--- config.mk ---
export PLATFORM = sky130hd
export DESIGN_NAME = debouncer_multi
export DESIGN_NICKNAME = d
export VERILOG_FILES = /design/src/rtl/debouncer_pkg.sv /design/src/rtl/debouncer_channel.sv /design/src/rtl/debouncer_multi.sv
export SDC_FILE = /design/constraint.sdc
export NUM_CORES = 1
export LEC_CHECK = 0
export ABC_AREA = 1
export BUFFER_PORTS_ARGS = -buffer_cell sky130_fd_sc_hd__buf_2
export CORE_MARGIN = 4
export CORE_UTILIZATION = 52
export CTS_CLUSTER_DIAMETER = 50
export DETAILED_ROUTE_END_ITERATION = 8
export PLACE_DENSITY = 0.8
export SETUP_SLACK_MARGIN = 0.5
export SLEW_MARGIN = 10
export SYNTH_ARGS = -nofsm -noshare
export SYNTH_HDL_FRONTEND = slang
export SYNTH_SLANG_ARGS = --single-unit
--- constraint.sdc ---
create_clock -name clk_i -period 1.6 [get_ports clk_i]
set_clock_uncertainty 0.1 [all_clocks]
set_input_delay 0.48 -clock clk_i [delete_from_list [all_inputs] [get_ports clk_i]]
set_output_delay 0.48 -clock clk_i [all_outputs]
set_load 0.05 [all_outputs]
--- src/rtl/debouncer_pkg.sv ---
// Shared types and helpers for the multi-channel key debouncer.
package debouncer_pkg;

  // state       | meaning
  // IDLE        | debounced level released, no activity being counted
  // PRESS_CNT   | counting consecutive pressed samples towards a press
  // HELD        | debounced level pressed, auto-repeat timer running
  // RELEASE_CNT | counting consecutive released samples towards a release
  typedef enum logic [1:0] {
    IDLE        = 2'd0,
    PRESS_CNT   = 2'd1,
    HELD        = 2'd2,
    RELEASE_CNT = 2'd3
  } state_t;

  // Converts a time in ns into a whole number of clock cycles (truncating).
  function automatic int ns2cycles(input int freq_mhz, input int ns);
    return (freq_mhz * ns) / 1000;
  endfunction

  function automatic int max2(input int a, input int b);
    return (a > b) ? a : b;
  endfunction

endpackage

--- src/rtl/debouncer_channel.sv ---
// One debounced key: 2-FF synchroniser, glitch counter FSM, auto-repeat timer.
//
// state       | meaning
// IDLE        | released, cnt = 0
// PRESS_CNT   | pressed samples being counted, cnt = run length so far
// HELD        | pressed, rcnt counts towards the next repeat strobe
// RELEASE_CNT | released samples being counted, cnt = run length so far
module debouncer_channel
  import debouncer_pkg::*;
#(
  parameter int N          = 10,
  parameter int D          = 50,
  parameter int P          = 20,
  parameter bit ACTIVE_LOW = 1'b1,
  parameter bit REPEAT_EN  = 1'b0
) (
  input  logic clk_i,
  input  logic rst_ni,
  input  logic key_i,
  output logic state_o,
  output logic pressed_stb_o,
  output logic released_stb_o,
  output logic repeat_stb_o
);

  localparam int CW = $clog2(N + 1);
  localparam int RW = $clog2(max2(D, P) + 1);
  localparam logic [CW-1:0] CNT_LAST  = CW'(N);
  localparam logic [CW-1:0] CNT_ONE   = CW'(1);
  localparam logic [RW-1:0] REP_FIRST = RW'(D);
  localparam logic [RW-1:0] REP_NEXT  = RW'(P);
  localparam logic [RW-1:0] RCNT_ONE  = RW'(1);

  logic [1:0]    r_sync;
  logic          w_act;
  state_t        r_state;
  state_t        w_state_nxt;
  logic [CW-1:0] r_cnt;
  logic [CW-1:0] w_cnt_nxt;
  logic [CW-1:0] w_cnt_inc;
  logic [RW-1:0] r_rcnt;
  logic [RW-1:0] w_rcnt_nxt;
  logic [RW-1:0] w_rcnt_inc;
  logic          r_rfirst;
  logic          w_rfirst_nxt;
  logic          w_rep_hit;
  logic          w_level_nxt;
  logic          w_press_nxt;
  logic          w_release_nxt;
  logic          w_repeat_nxt;
  logic          r_level;
  logic          r_press;
  logic          r_release;
  logic          r_repeat;

  // Two-stage synchroniser, reset to the released pin level.
  always_ff @(posedge clk_i or negedge rst_ni) begin
    if (!rst_ni) begin
      r_sync <= {2{ACTIVE_LOW}};
    end else begin
      r_sync <= {r_sync[0], key_i};
    end
  end

  assign w_act      = r_sync[1] ^ ACTIVE_LOW;
  assign w_cnt_inc  = r_cnt + CNT_ONE;
  assign w_rcnt_inc = r_rcnt + RCNT_ONE;
  // The first repeat waits D cycles, every later one P cycles.
  assign w_rep_hit  = (w_rcnt_inc == (r_rfirst ? REP_FIRST : REP_NEXT));

  // State and counter registers.
  always_ff @(posedge clk_i or negedge rst_ni) begin
    if (!rst_ni) begin
      r_state  <= IDLE;
      r_cnt    <= '0;
      r_rcnt   <= '0;
      r_rfirst <= 1'b1;
    end else begin
      r_state  <= w_state_nxt;
      r_cnt    <= w_cnt_nxt;
      r_rcnt   <= w_rcnt_nxt;
      r_rfirst <= w_rfirst_nxt;
    end
  end

  // Next-state and counter update; rcnt only survives while staying in HELD.
  always_comb begin
    w_state_nxt  = r_state;
    w_cnt_nxt    = r_cnt;
    w_rcnt_nxt   = '0;
    w_rfirst_nxt = 1'b1;
    case (r_state)
      IDLE: begin
        w_cnt_nxt = '0;
        if (w_act) begin
          if (N == 1) begin
            w_state_nxt = HELD;
          end else begin
            w_state_nxt = PRESS_CNT;
            w_cnt_nxt   = CNT_ONE;
          end
        end
      end
      PRESS_CNT: begin
        if (!w_act) begin
          w_state_nxt = IDLE;
          w_cnt_nxt   = '0;
        end else if (w_cnt_inc == CNT_LAST) begin
          w_state_nxt = HELD;
          w_cnt_nxt   = '0;
        end else begin
          w_cnt_nxt = w_cnt_inc;
        end
      end
      HELD: begin
        if (!w_act) begin
          if (N == 1) begin
            w_state_nxt = IDLE;
            w_cnt_nxt   = '0;
          end else begin
            w_state_nxt = RELEASE_CNT;
            w_cnt_nxt   = CNT_ONE;
          end
        end else begin
          w_cnt_nxt = '0;
          if (REPEAT_EN) begin
            if (w_rep_hit) begin
              w_rcnt_nxt   = '0;
              w_rfirst_nxt = 1'b0;
            end else begin
              w_rcnt_nxt   = w_rcnt_inc;
              w_rfirst_nxt = r_rfirst;
            end
          end
        end
      end
      RELEASE_CNT: begin
        if (w_act) begin
          w_state_nxt = HELD;
          w_cnt_nxt   = '0;
        end else if (w_cnt_inc == CNT_LAST) begin
          w_state_nxt = IDLE;
          w_cnt_nxt   = '0;
        end else begin
          w_cnt_nxt = w_cnt_inc;
        end
      end
      default: begin
        w_state_nxt = IDLE;
        w_cnt_nxt   = '0;
      end
    endcase
  end

  // Output decode from the transition being taken; registered below.
  always_comb begin
    w_level_nxt   = (w_state_nxt == HELD) || (w_state_nxt == RELEASE_CNT);
    w_press_nxt   = ((r_state == IDLE) || (r_state == PRESS_CNT)) && (w_state_nxt == HELD);
    w_release_nxt = ((r_state == HELD) || (r_state == RELEASE_CNT)) && (w_state_nxt == IDLE);
    w_repeat_nxt  = REPEAT_EN && (r_state == HELD) && w_act && w_rep_hit;
  end

  // Output registers.
  always_ff @(posedge clk_i or negedge rst_ni) begin
    if (!rst_ni) begin
      r_level   <= 1'b0;
      r_press   <= 1'b0;
      r_release <= 1'b0;
      r_repeat  <= 1'b0;
    end else begin
      r_level   <= w_level_nxt;
      r_press   <= w_press_nxt;
      r_release <= w_release_nxt;
      r_repeat  <= w_repeat_nxt;
    end
  end

  assign state_o        = r_level;
  assign pressed_stb_o  = r_press;
  assign released_stb_o = r_release;
  assign repeat_stb_o   = r_repeat;

endmodule

--- src/rtl/debouncer_multi.sv ---
// CHANNELS independent key debouncers with press/release/repeat strobes.
module debouncer_multi
  import debouncer_pkg::*;
#(
  parameter int CHANNELS         = 4,
  parameter int CLK_FREQ_MHZ     = 100,
  parameter int GLITCH_TIME_NS   = 100,
  parameter int ACTIVE_LOW       = 1,
  parameter int REPEAT_EN        = 0,
  parameter int REPEAT_DELAY_NS  = 500,
  parameter int REPEAT_PERIOD_NS = 200
) (
  input  logic                clk_i,
  input  logic                rst_ni,
  input  logic [CHANNELS-1:0] key_i,
  output logic [CHANNELS-1:0] key_state_o,
  output logic [CHANNELS-1:0] key_pressed_stb_o,
  output logic [CHANNELS-1:0] key_released_stb_o,
  output logic [CHANNELS-1:0] key_repeat_stb_o
);

  localparam int N = ns2cycles(CLK_FREQ_MHZ, GLITCH_TIME_NS);
  localparam int D = ns2cycles(CLK_FREQ_MHZ, REPEAT_DELAY_NS);
  localparam int P = ns2cycles(CLK_FREQ_MHZ, REPEAT_PERIOD_NS);
  localparam bit POL_LOW = (ACTIVE_LOW != 0);
  localparam bit REP_ON  = (REPEAT_EN != 0);

  if (N < 1) begin : g_bad_glitch
    $error("debouncer_multi: glitch time shorter than one clock cycle");
  end
  if (D < 1) begin : g_bad_delay
    $error("debouncer_multi: repeat delay shorter than one clock cycle");
  end
  if (P < 1) begin : g_bad_period
    $error("debouncer_multi: repeat period shorter than one clock cycle");
  end
  if (CHANNELS < 1) begin : g_bad_channels
    $error("debouncer_multi: at least one channel required");
  end

  for (genvar g = 0; g < CHANNELS; g++) begin : g_ch
    debouncer_channel #(
      .N          (N),
      .D          (D),
      .P          (P),
      .ACTIVE_LOW (POL_LOW),
      .REPEAT_EN  (REP_ON)
    ) u_channel (
      .clk_i          (clk_i),
      .rst_ni         (rst_ni),
      .key_i          (key_i[g]),
      .state_o        (key_state_o[g]),
      .pressed_stb_o  (key_pressed_stb_o[g]),
      .released_stb_o (key_released_stb_o[g]),
      .repeat_stb_o   (key_repeat_stb_o[g])
    );
  end

endmodule

==> results.sh <==
export IMPL_status="finished, final reports clean"
export IMPL_syn_area_um2=2020
export IMPL_cts_tree="built"
export IMPL_reg2reg_from="g_ch[2].u_channel.r_cnt[1]$_DFF_PN0_"
export IMPL_gr_max_usage_layer="met2"
export IMPL_cap_violations=0
export IMPL_crit_chain="buf_6"
export IMPL_die_y_um=70.3
export IMPL_hpwl_um=2060
export IMPL_start_util_pct=54.3
export IMPL_drtIter0Drc=53
export IMPL_whs_ns=0.0376
export IMPL_postRouteAntennaNets=0
export IMPL_cp_end_kind="output pin"
export IMPL_ys_seq_area_share_pct=55.1
export IMPL_wl_um=3480
export IMPL_period_minus_slack_ns=1.42
export IMPL_crit_required_ns=1.02
export IMPL_grt_pass1_vias=1414
export IMPL_start_kind="flop"
export IMPL_finalHoldViolations=0
export IMPL_fin_cells=286
export IMPL_p_leak_nw=1.28
export IMPL_worst_slack_ns=0.177
export IMPL_drtPass1Iterations=4
export IMPL_grt_overflow=0
export IMPL_max_freq_mhz=703
export IMPL_grt_usage_pct=14.5
export IMPL_layout_commonest_cell="dfrtp_1"
export IMPL_worst_ir_drop_vdd_uv=659
export IMPL_antenna_found_initial=0
export IMPL_final_area_um2=2590
export IMPL_place_ws_ns=0.186
export IMPL_synthArstFlopShare_pct=100
export IMPL_slowest_delay_ns=0.39
export IMPL_cts_buffer_depth=2
export IMPL_grt_max_degree=45
export IMPL_via_per_inst=4.74
export IMPL_final_cell_mix="dfrtp_1 (35), inv_1 (32), nand2_2 (22), nand2_1 (21), buf_6 (17)"
export IMPL_gp_congestion=0.775
export IMPL_power_density_nw_per_um2=894
export IMPL_numPlacedInstances=262
export IMPL_setup_viol=0
export IMPL_synth_edf_count=0
export IMPL_chipWidth_um=70.3
export IMPL_die_area_um2=4940
export IMPL_ys_seq_elements=44
export IMPL_htreeDepth=2
export IMPL_cts_root_buffer="clkbuf_8"
export IMPL_use_met3_pct=5.47
export IMPL_synth_flop_cell="dfrtp_1"
export IMPL_hp_class="input port to asynchronous set/reset pin"
export IMPL_cts_sink_count=44
export IMPL_via_count=1357
export IMPL_rows=22
export IMPL_crit_buf_inv=1
export IMPL_finalNetCount=251
export IMPL_slew_violations=0
export IMPL_coreArea_um2=3720
export IMPL_path_class="flop to output pin"
export IMPL_setup_tns_ns=0
export IMPL_drc=0
export IMPL_cts_inserted_buffers=5
export IMPL_grt_pass1_wl_um=5670
export IMPL_path_delay_family="flip-flops"
export IMPL_synth_cells=209
export IMPL_critPathMaxFanout=1
export IMPL_grt_use_met2_pct=27.3
export IMPL_drive_above_1_share_pct=50.8
export IMPL_rrSetupSlack_ns=0.22
export IMPL_use_met1_pct=13.8
export IMPL_dpl_cell_area_um2=2080
export IMPL_synth_cell_types=21
export IMPL_rr_endpoint="g_ch[2].u_channel.r_state[1]$_DFF_PN0_"
export IMPL_crit_slowest_cell="dfrtp_1"
export IMPL_rsz0062_at_grt="yes"
export IMPL_crit_path_start="g_ch[0].u_channel.state_o$_DFF_PN0_"
export IMPL_io_pins=22
export IMPL_syn_to_final_growth_pct=28.3
export IMPL_reg2regPathDepth=7
export IMPL_route_detailed_wl_per_inst_um=12.2
export IMPL_fin_crit_sh_pct=88.9
export IMPL_arrival_ns=0.84
export IMPL_num_antenna_cells=0
export IMPL_cts_clk_slew_worst_paths_ns=0.08
export IMPL_yosys_warnings=0
export IMPL_avgSynthCellArea_um2=9.66
export IMPL_insertion_delay_ns=0.29
export IMPL_io_buffers=17
## routing by layer
layer	vias to the layer above	routed length, um
met3	15	168
met2	29	1950
met4	0	108
met1	637	1260
li1	676	-
met5	-	0
## cell type report
cell class	instances	area, um2
repair buffers	34	319
fillers	265	1130
inverters	42	158
clock buffers	7	96.3
well taps	48	60.1
multi-input cells	110	813
clock inverters	1	30.0
flip-flops and latches	44	1110
## report_power, final
part | switching, mW | total (mW) | internal, mW | leakage (nW)
combinational | 0.133 | 0.223 | 0.0900 | 0.652
clock | 0.358 | 0.908 | 0.550 | 0.0645
sequential | 0.0324 | 1.18 | 1.15 | 0.568
total | 0.523 | 2.31 | 1.79 | 1.28
## flip-flops by register name, indices dropped and copies added (netlist names)
name / flops
g_ch.u_channel.r_cnt: 16
g_ch.u_channel.r_state: 8
g_ch.u_channel.r_sync: 8
g_ch.u_channel.pressed_stb_o: 4
g_ch.u_channel.released_stb_o: 4
g_ch.u_channel.state_o: 4
## cells by family (layout without fill, tap and decap cells)
| group | Yosys count | after routing | synth area share, % |
|---|---|---|---|
| AND/OR/NAND/NOR | 90 | 90 | 23.8 |
| buffers and inverters | 58 | 84 | 13.8 |
| flip-flops | 44 | 44 | 55.1 |
| adder cells (fa/ha/maj) | 8 | 8 | 4.96 |
| AO/OA/AOI/OAI | 8 | 8 | 2.23 |
| other | 1 | 4 | 0.186 |
## metrics by stage
step / utilization [%] / power (mW)
after floorplan: - / 1.31
after global placement: 56.1 / 1.35
after detailed placement: 56.1 / 1.35
after CTS: 65.9 / 2.31
after global routing: 69.7 / 2.42
final: 69.7 / 2.31
## synth_stat cells (4+ instances only)
master	instances	share of area, %
nor2_4	4	2.2
nand2_2	8	2.5
dfrtp_1	36	45
nor2_1	14	2.6
ha_1	8	5.0
a21oi_1	4	0.99
nand4_1	8	2.5
inv_1	40	7.4
nand3_2	4	2.0
buf_4	16	6.0
nand2_1	36	6.7
nand3_1	6	1.5
dfstp_2	8	10
nor3b_1	6	2.2
## worst max-delay path by stage
stage	to	slack, ns	cells after the start
4_1_cts	key_pressed_stb_o[3]	0.17	1
5_1_grt	g_ch[2].u_channel.r_state[1]$_DFF_PN0_	0.12	8
2_1_floorplan	g_ch[1].u_channel.r_state[1]$_DFF_PN0_	0.31	8
3_5_place_dp	g_ch[2].u_channel.r_state[1]$_DFF_PN0_	0.19	8
3_3_place_gp	g_ch[1].u_channel.r_state[1]$_DFF_PN0_	0.21	8
6_report	key_state_o[0]	0.18	1
## what timing repair did
action                     4_1_cts  5_1_grt
setup endpoints to repair       45       46
resized for setup               49       32
setup buffers                   11        5
pin swaps                        5       17
hold buffers                     0        0
No activity file was read; power rests on OpenSTA's default activity.
